===== config.mk =====
export PLATFORM = sky130hd
export DESIGN_NAME = dbg_trace_top
export DESIGN_NICKNAME = d
export VERILOG_FILES = /design/src/rtl/dbg_trace_top.sv
export SDC_FILE = /design/constraint.sdc
export NUM_CORES = 1
export LEC_CHECK = 0
export BUFFER_PORTS_ARGS = -buffer_cell sky130_fd_sc_hd__buf_4
export CAP_MARGIN = 0
export CORE_ASPECT_RATIO = 1.75
export CORE_MARGIN = 2
export CORE_UTILIZATION = 40
export CTS_CLUSTER_DIAMETER = 40
export DETAILED_ROUTE_END_ITERATION = 10
export GPL_ROUTABILITY_DRIVEN = 0
export PLACE_DENSITY = 0.64
export SYNTH_ARGS = -nofsm -noshare
export SYNTH_HDL_FRONTEND = slang
export SYNTH_SLANG_ARGS = --single-unit
export TNS_END_PERCENT = 30

===== constraint.sdc =====
create_clock -name clock -period 14.3 [get_ports clock]
set_input_delay 0.715 -clock clock [delete_from_list [all_inputs] [get_ports clock]]
set_output_delay 0.715 -clock clock [all_outputs]
set_load 0.05 [all_outputs]

===== src/rtl/dbg_trace_top.sv =====
// dbg_trace_top: run/halt/step control plus circular multi-channel trace buffer with age-indexed readback.
module dbg_trace_top #(
  parameter int DATA_W   = 32,
  parameter int CHANNELS = 3,
  parameter int DEPTH    = 16,
  parameter int ADDR_W   = $clog2(DEPTH),
  parameter int CH_W     = (CHANNELS > 1) ? $clog2(CHANNELS) : 1
) (
  input  logic                       clock,
  input  logic                       reset,
  input  logic                       iRun,
  input  logic                       iHalt,
  input  logic                       iStep,
  input  logic [CHANNELS*DATA_W-1:0] iProbe,
  input  logic [ADDR_W-1:0]          iRdIdx,
  input  logic [CH_W-1:0]            iRdCh,
  output logic                       oCpuEn,
  output logic [1:0]                 oState,
  output logic [DATA_W-1:0]          oRdData,
  output logic [ADDR_W:0]            oCount,
  output logic                       oWrap,
  output logic [31:0]                oCycle
);
  typedef enum logic [1:0] {S_HALT = 2'd0, S_RUN = 2'd1, S_STEP = 2'd2} state_t;
  state_t                      r_state, w_state_nxt;
  logic [CHANNELS*DATA_W-1:0]  r_buf [DEPTH];
  logic [ADDR_W-1:0]           r_wptr, w_slot;
  logic [ADDR_W:0]             r_count;
  logic                        r_wrap, w_full, w_ok;
  logic [31:0]                 r_cycle;
  logic [DATA_W-1:0]           r_rd, w_sel;
  logic [CHANNELS*DATA_W-1:0]  w_word;
  always_comb begin
    w_state_nxt = (r_state == S_STEP || iHalt) ? S_HALT :
                  (r_state == S_RUN) ? S_RUN :
                  iStep ? S_STEP : iRun ? S_RUN : S_HALT;
  end
  assign oCpuEn = (r_state != S_HALT);
  assign oState = r_state;
  assign w_full = (r_count == (ADDR_W+1)'(DEPTH));
  // age 0 is the oldest entry, which sits count slots behind the write pointer
  assign w_slot = r_wptr - r_count[ADDR_W-1:0] + iRdIdx;
  assign w_word = r_buf[w_slot];
  assign w_ok   = ({1'b0, iRdIdx} < r_count);
  always_comb begin
    w_sel = '0;
    for (int k = 0; k < CHANNELS; k++)
      if (iRdCh == CH_W'(k)) w_sel = w_word[k*DATA_W +: DATA_W];
  end
  always_ff @(posedge clock) begin
    if (reset) begin
      r_state <= S_HALT;
      r_wptr  <= '0;
      r_count <= '0;
      r_wrap  <= 1'b0;
      r_cycle <= '0;
      r_rd    <= '0;
    end else begin
      r_state <= w_state_nxt;
      r_rd    <= w_ok ? w_sel : '0;
      if (oCpuEn) begin
        r_wptr  <= r_wptr + 1'b1;
        r_count <= w_full ? r_count : r_count + 1'b1;
        r_wrap  <= r_wrap | w_full;
        r_cycle <= r_cycle + 32'd1;
      end
    end
  end
  always_ff @(posedge clock) begin
    if (oCpuEn && !reset) r_buf[r_wptr] <= iProbe;
  end
  assign oRdData = r_rd;
  assign oCount  = r_count;
  assign oWrap   = r_wrap;
  assign oCycle  = r_cycle;
endmodule

==> key figures, run 1 <==
Outcome
  • Status: complete, no violations

Min path
  • Hold WC Path Type: primary input to flop
  • Hold depth: 2

Clock tree
  • Worst-Skew Late Latency: between 0.7 and 0.8 ns
  • Max clock buf depth: 3
  • CTS root buf: clkbuf_16
  • Clock sinks: approximately 1600
  • CTS tree: built
  • Gates resized, CTS repair: 0
  • Hold_buf cts: 0
  • TritonCTS buffer count: 148
  • H-tree Lvls: 4
  • Clock transition at path regs: roughly 0.07 ns
  • # Post-CTS Setup Buffers: 0

Worst setup path
  • Crit-path max FO: 114
  • Slowest stage cell, crit path: fa_4
  • Cell mode on critical path: nand3_1
  • Crit. End Element: flop
  • CP Cell Sequence: inv_1 -> ha_1 -> inv_1 -> ha_4 -> fa_4 -> buf_12 -> buf_12 -> buf_4 -> mux4_2 -> nand2_1 -> nand3_1 -> nand3_1 -> nand3_1
  • Crit path launch type: flop
  • Max stage delay on crit path: 1.07 ns
  • Kind of critical path: flop to flop
  • WP data arrival: around 6 ns
  • Worst Path Required: between 10 and 15 ns
  • Reg2Reg Depth: 13

Die
  • Die X: between 300 and 400 um
  • FP Rows: 190
  • DIE AREA: around 160000 um2
  • Die Ht: roughly 520 um
  • Initial core utilization: 0.402
  • I/O pin total: 180
  • Core ar.: roughly 150000 um2

Synthesis
  • Yosys cell types: 38
  • Asr flop ratio synth: 0
  • Top post-synthesis cells by area: edfxtp_1 (75%), mux4_2 (13%), nand2_1 (2.9%)
  • Synth Flop Type: edfxtp_1
  • Compound-Gate Fraction of Synth Area: 0.0116
  • Synth Instances: between 3000 and 4000
  • Ys Warns: 0
  • Syn Nets: between 3000 and 4000
  • Register bit total from synthesis: around 1600
  • Adder-cell area share of the yosys netlist: 0.00382
  • Mapped cell area: 61600 um2
  • Top cell type's share of synthesized area: 0.749
  • Largest family of logic cells by synthesized area: multiplexers
  • Avg Inst Size Synth: between 15 and 20 um2
  • Post-synthesis mux area share: 0.131
  • Simple-Gate Fraction of Synth Area: 0.0612
  • Area leader, netlist: edfxtp_1
  • Register area share after synthesis: 0.774
  • Xor/xnor share of the synthesized area: 0.00541
  • Number of synthesized flops with an enable pin: 1536

GRT
  • Initial antenna violation count: 28
  • Vias in the first global route: around 32000
  • Met3 usage: 0.0408
  • Largest net degree at the start of global routing: around 120
  • Global-route wire length before repair: 228 mm
  • GR Util All Layers: 0.201
  • GRT Max-Usage Layer: met2
  • GRT met2 Usage: 0.353
  • Total gr overflow: 0
  • Met1 global-route usage: 0.254

Timing
  • Maximum clock frequency: 0.186 GHz
  • RSZ-0062 raised after global routing: no
  • Max-slew violation count: 0
  • Final setup violation count: 0
  • Final Hold Fails: 0
  • Period minus WS final: 5.37 ns
  • Final period util: 0.376
  • Setup TNS: 0 ns
  • Max Clock Skew: ~0.029 ns
  • Worst-Margin Slew: between 1 and 1.5 ns
  • Max_slew headroom: 0.103

Layout
  • Area Overhead vs Synth: 14.4%
  • Final Cell Area: between 70000 and 80000 um2
  • Layout net count: 3533
  • Layout Utilization: 0.460
  • Layout cells sized above 1: 0.241
  • Fill cell count: 12700

Route
  • Detailed Route WL: about 160 mm
  • Vias: approximately 31000
  • Drt wl/cell: between 20 and 30 um
  • Drt first pass iters: 7
  • DR vias/cell: ~5.7
  • Iter 0 DRT Violations: 3065
  • Post-DRT Antenna Nets: 0
  • Drt drc: 0

Pwr
  • Worst vdd rail ir drop: roughly 0.13 mV
  • P per Cell Area: around 160 nW/um2
  • Pleak: 22.5 nW

Placement
  • Placed wire-length estimate: 82.1 mm
  • Port-buffer cells: between 150 and 200
  • Area post-placement: roughly 66000 um2

Flow run
  • Max_cap viols: 0
==> report_power, final <==
part           total (mW)  internal, mW  switching [mW]
clock network        4.02          2.25            1.77
logic                1.70         0.697            1.00
registers            5.20          5.18          0.0167
total                10.9          8.13            2.79
==> flip-flops by register name, indices dropped and copies added, names as in the netlist <==
signal   flops
oCount       5
oCycle      32
oRdData     32
oState       2
oWrap        1
r_buf     1536
r_wptr       4
==> per-stage QoR <==
stage | worst slack, ns | hold WS, ns | instances | total power [mW]
4_1_cts | 8.81 | 0.0761 | 5546 | 11.0
3_3_place_gp | 8.46 | 0.458 | 5275 | 7.03
2_1_floorplan | 5.89 | 0.477 | 3200 | 6.51
3_5_place_dp | 8.46 | 0.468 | 5275 | 7.04
6_report | 8.93 | 0.126 | 5551 | 10.9
5_1_grt | 8.64 | 0.104 | 5548 | 11.3
==> placed cells by master, fill, tap and decap left out, drive strengths merged, types with 2 or more instances in the layout <==
cell	synthesis	routed
nor2	54	54
and4	3	3
ha	14	14
nor3	12	12
or3	7	7
clkbuf	114	192
nor4	2	2
nand2b	3	3
fa	3	3
or4	2	2
xor2	19	19
dfxtp	76	76
clkinv	0	38
clkinvlp	0	8
mux4	357	357
xnor2	19	19
buf	63	236
o21ai	33	33
a21o	3	3
nor2b	3	3
nand3	295	295
nand4	11	11
nand2	468	468
edfxtp	1536	1536
a21oi	42	42
diode	0	5
inv	25	46
and3	3	3
bufinv	0	12
o2111a	27	27
==> routing by layer <==
layer	wire length, um	up-vias
met5	166	-
met4	3770	26
met3	11200	265
met2	82600	1225
met1	60000	16800
li1	-	13100
==> cell type report <==
class	instances	area, um2	area share
clock inverters	79	862	0.0122
inverters	25	93.8	0.00133
multi-input cells	1386	13300	0.189
repair buffers	236	1920	0.0273
diodes	5	12.5	0.000178
flip-flops and latches	1612	47600	0.676
clock buffers	192	4050	0.0576
well taps	2016	2520	0.0358
==> worst paths after layout <==
path | end | slack [ns] | startpoint
worst max-delay path | oRdData[12]$_SDFF_PP0_ | 8.93 | r_wptr[0]$_SDFFE_PP0N_
worst min-delay path | oState[0]$_SDFF_PP0_ | 0.13 | iHalt
worst max register to register | oRdData[12]$_SDFF_PP0_ | 8.93 | r_wptr[0]$_SDFFE_PP0N_
worst min register to register | oWrap$_SDFFE_PP0N_ | 0.49 | oWrap$_SDFFE_PP0N_
==> cells in the mapped netlist (2+ instances only) <==
master / instances
clkbuf_1: 113
a21o_1: 3
fa_1: 3
nand2b_1: 3
buf_2: 45
and3_1: 3
nor2b_1: 3
xor2_1: 19
a21oi_1: 42
nand2_1: 468
mux4_2: 357
o2111a_1: 27
nor3_1: 12
ha_1: 14
inv_1: 25
xnor2_1: 19
and4_1: 2
dfxtp_1: 76
nand3_1: 295
o21ai_0: 33
nor2_1: 54
or3_1: 7
nand4_1: 10
edfxtp_1: 1536
buf_1: 18
==> worst max-delay path: cells and delay by family (launching register included) <==
kind / cells / cell delay [ns]
flip-flops: 1 / 0.38
adder cells (fa/ha/maj): 3 / 1.54
multiplexers: 1 / 0.41
AND/OR/NAND/NOR: 4 / 0.50
buffers and inverters: 5 / 2.25
==> kinds of logic after synthesis <==
logic type	count (synthesis)
DFF	1612
and+or+nand+nor	866
muxes	358
buffers and inverters	202
AOI/OAI and AO/OA	107
xor gates and xnor gates	38
adders and majority gates	17
Note: power is estimated with default switching activity, not from simulation.
==> inputs of run 2 (changes only) <==
Settings changed: PLACE_DENSITY 0.64 to 0.66.
Clock period 14.3 ns to 4.9 ns, I/O delays scaled along.
==> run 2 against run 1 <==
Effect of this change: routed wire length decreased by 0.96%; die area stayed put; clock skew increased by 0.0030 ns; sequential share of layout area decreased by 1.7 points; first-iteration DRC count is 15% higher.
==> key figures, run 2 (synthesized netlist as in run 1, its figures left out) <==
Outcome
  • Status: complete, no violations

Clock tree
  • Gates resized, CTS repair: 0 (unchanged)
  • CTS root buf: clkbuf_16
  • Clock transition at path regs: 0.07 ns (about the same)
  • CTS tree: built
  • Max clock buf depth: 3 (unchanged)
  • Worst-Skew Late Latency: 0.77 ns (-0.02 ns)
  • H-tree Lvls: 4 (unchanged)
  • Clock sinks: 1612 (unchanged)
  • TritonCTS buffer count: 148 (unchanged)

Die
  • DIE AREA: 157000 um2 (unchanged)
  • Core ar.: 153000 um2 (unchanged)
  • Die X: 301 um (unchanged)
  • I/O pin total: 180 (unchanged)
  • Die Ht: 523 um (unchanged)
  • Initial core utilization: 0.402 (unchanged)
  • FP Rows: 190 (unchanged)

Route
  • Drt wl/cell: 27.4 um (-3.7%)
  • Post-DRT Antenna Nets: 0 (unchanged)
  • DR vias/cell: 5.61 (-0.93%)
  • Drt first pass iters: 6 (-1)
  • Vias: 32000 (+1.9%)
  • Drt drc: 0 (unchanged)
  • Detailed Route WL: 156 mm (-0.96%)
  • Iter 0 DRT Violations: 3522 (+15%)

GRT
  • GR Util All Layers: 0.198 (-0.00293)
  • Largest net degree at the start of global routing: 110 (-4.3%)
  • Initial antenna violation count: 30 (+7.1%)
  • Global-route wire length before repair: 226 mm (-0.86%)
  • Total gr overflow: 0 (unchanged)
  • Vias in the first global route: 32500 (+1.5%)

Pwr
  • P per Cell Area: 447 nW/um2 (+190%)
  • Sw power: 8.25 mW (+200%)
  • Pleak: 23.3 nW (+3.5%)
  • Overall Power: 32.3 mW (+200%)
  • Clk pwr share: 0.361 (-0.007)
  • Worst vdd rail ir drop: 0.358 mV (+180%)
  • Sw frac: 0.256 (about the same)
  • Int Power: 24.0 mW (+200%)
  • Sequential Power Share: 0.470 (-0.006)
  • Combinational share of power: 0.169 (+0.013)

Layout
  • Area Overhead vs Synth: 17.4%
  • Layout net count: 3684 (+4.3%)
  • Most common cell after layout, fill and taps aside: edfxtp_1
  • Layout Utilization: 0.472 (+0.0120)
  • Largest register FFs: 1536 (unchanged)
  • FF+latch area: 47600 um2 (unchanged)
  • Area of the multi-input gates: 13300 um2 (+0.15%)
  • Largest Register: r_buf
  • Most frequent cells in the layout: edfxtp_1 (1536), nand2_1 (468), mux4_2 (357)
  • Layout cells sized above 1: 0.245 (+0.00431)
  • Finished Layout Cells: 5708 (+2.8%)
  • Fill cell count: 12700 (-0.49%)
  • Final Cell Area: 72300 um2 (+2.6%)

Timing
  • Max_slew headroom: 0.188 (+0.0851)
  • Final Hold Fails: 0 (unchanged)
  • Maximum clock frequency: 0.238 GHz (+28%)
  • Period minus WS final: 4.21 ns (-1.16 ns)
  • Max-slew violation count: 0 (unchanged)
  • Worst-Margin Slew: 1.22 ns (-0.116 ns)
  • RSZ-0062 raised after global routing: no
  • Setup TNS: 0 ns (unchanged)
  • Final period util: 0.859 (+0.483)
  • Final setup violation count: 0 (unchanged)
  • Max Clock Skew: 0.0317 ns (+0.00303 ns)

Worst setup path
  • Reg-to-Reg End: oRdData[0]$_SDFF_PP0_
  • Cell mode on critical path: inv_1
  • CP Cell Sequence: inv_1 -> fa_1 -> inv_1 -> ha_1 -> xor2_4 -> buf_12 -> mux4_2 -> o2111a_1 -> o21ai_0 -> nand3_1
  • Worst Path Required: 5.51 ns (-9.42 ns)
  • CP startpoint: r_wptr[2]$_SDFFE_PP0N_
  • Setup slack on the worst flop-to-flop path: 0.69 ns (-8.24 ns)
  • Max stage delay on crit path: 0.64 ns (-0.43 ns)
  • R2r startpoint: r_wptr[2]$_SDFFE_PP0N_
  • Crit path launch type: flop
  • Kind of critical path: flop to flop
  • Crit. End Element: flop
  • Slowest stage cell, crit path: dfxtp_1
  • Reg2Reg Depth: 10 (-3)
  • Crit-path max FO: 36 (-68%)
  • WP data arrival: 4.82 ns (-1.18 ns)

Min path
  • Hold depth: 5 (+3)
  • Min-Delay Endpoint: oRdData[14]$_SDFF_PP0_
  • Worst Min Path Start: iRdCh[1]
  • Hold WC Path Type: primary input to flop

Placement
  • Port-buffer cells: 179 (unchanged)
  • Placed wire-length estimate: 86.3 mm (+5.1%)
  • Area post-placement: 66300 um2 (+1.3%)
  • Post-Place Cells: 5326 (+0.97%)

Flow run
  • Max_cap viols: 0 (unchanged)
## run 2: area by class of cell
cell class | count | area share
Antenna cell | 8 | 0.000277
Clock buffer | 185 | 0.0549
Clock inverter | 89 | 0.0130
Inverter | 25 | 0.00130
Multi-Input combinational cell | 1386 | 0.185
Sequential cell | 1612 | 0.659
Tap cell | 2016 | 0.0349
Timing Repair Buffer | 387 | 0.0518
## run 2: repair_timing
| action | 4_1_cts | 5_1_grt |
|---|---|---|
| buffers inserted | 0 | 0 |
| endpoints found under the hold margin | 1580 | 0 |
| hold buffers | 100 | 0 |
## run 2: worst max-delay path by stage
| stage | end | slack [ns] | cells past startpoint |
|---|---|---|---|
| floorplan | r_buf[4][0]$_DFFE_PP_ | -0.94 | 4 |
| global placement | oRdData[19]$_SDFF_PP0_ | 0.79 | 12 |
| detailed placement | oRdData[0]$_SDFF_PP0_ | 0.76 | 10 |
| CTS | oRdData[0]$_SDFF_PP0_ | 0.71 | 10 |
| global route | oRdData[0]$_SDFF_PP0_ | 0.51 | 10 |
| finish | oRdData[0]$_SDFF_PP0_ | 0.69 | 10 |
## run 2: power groups by stage
stage | clock (mW) | combinational (mW) | sequential (mW)
final | 11.7 | 5.45 | 15.2
after global routing | 12.3 | 5.87 | 15.2
after CTS | 11.8 | 5.55 | 15.2
after detailed placement | 0 | 5.45 | 15.5
after global placement | 0 | 5.42 | 15.5
after floorplan | 0 | 3.44 | 15.6
## run 2: layer usage
metal	share of wire	up-vias	track usage
li1	-	13500	-
met1	0.39	17000	0.255
met2	0.52	1300	0.347
met3	0.065	244	0.0304
met4	0.027	16	0.0594
met5	0.00074	-	0
## run 2: worst max-delay path, delay by kind of cell, from the launching register on
family	cells	cell delay, ns
buf+inv	3	0.54
compound gates	2	0.76
flops	1	0.64
xor+xnor	1	0.63
mux	1	0.33
simple gates	1	0.14
fa+ha+maj	2	0.97
## run 2: per-stage QoR
stage               hold slack, ns  setup slack (ns)
floorplan                    0.324            -0.936
global placement             0.423             0.792
detailed placement           0.429             0.764
CTS                         0.0481             0.713
global route                0.0948             0.506
finish                      0.0901             0.692
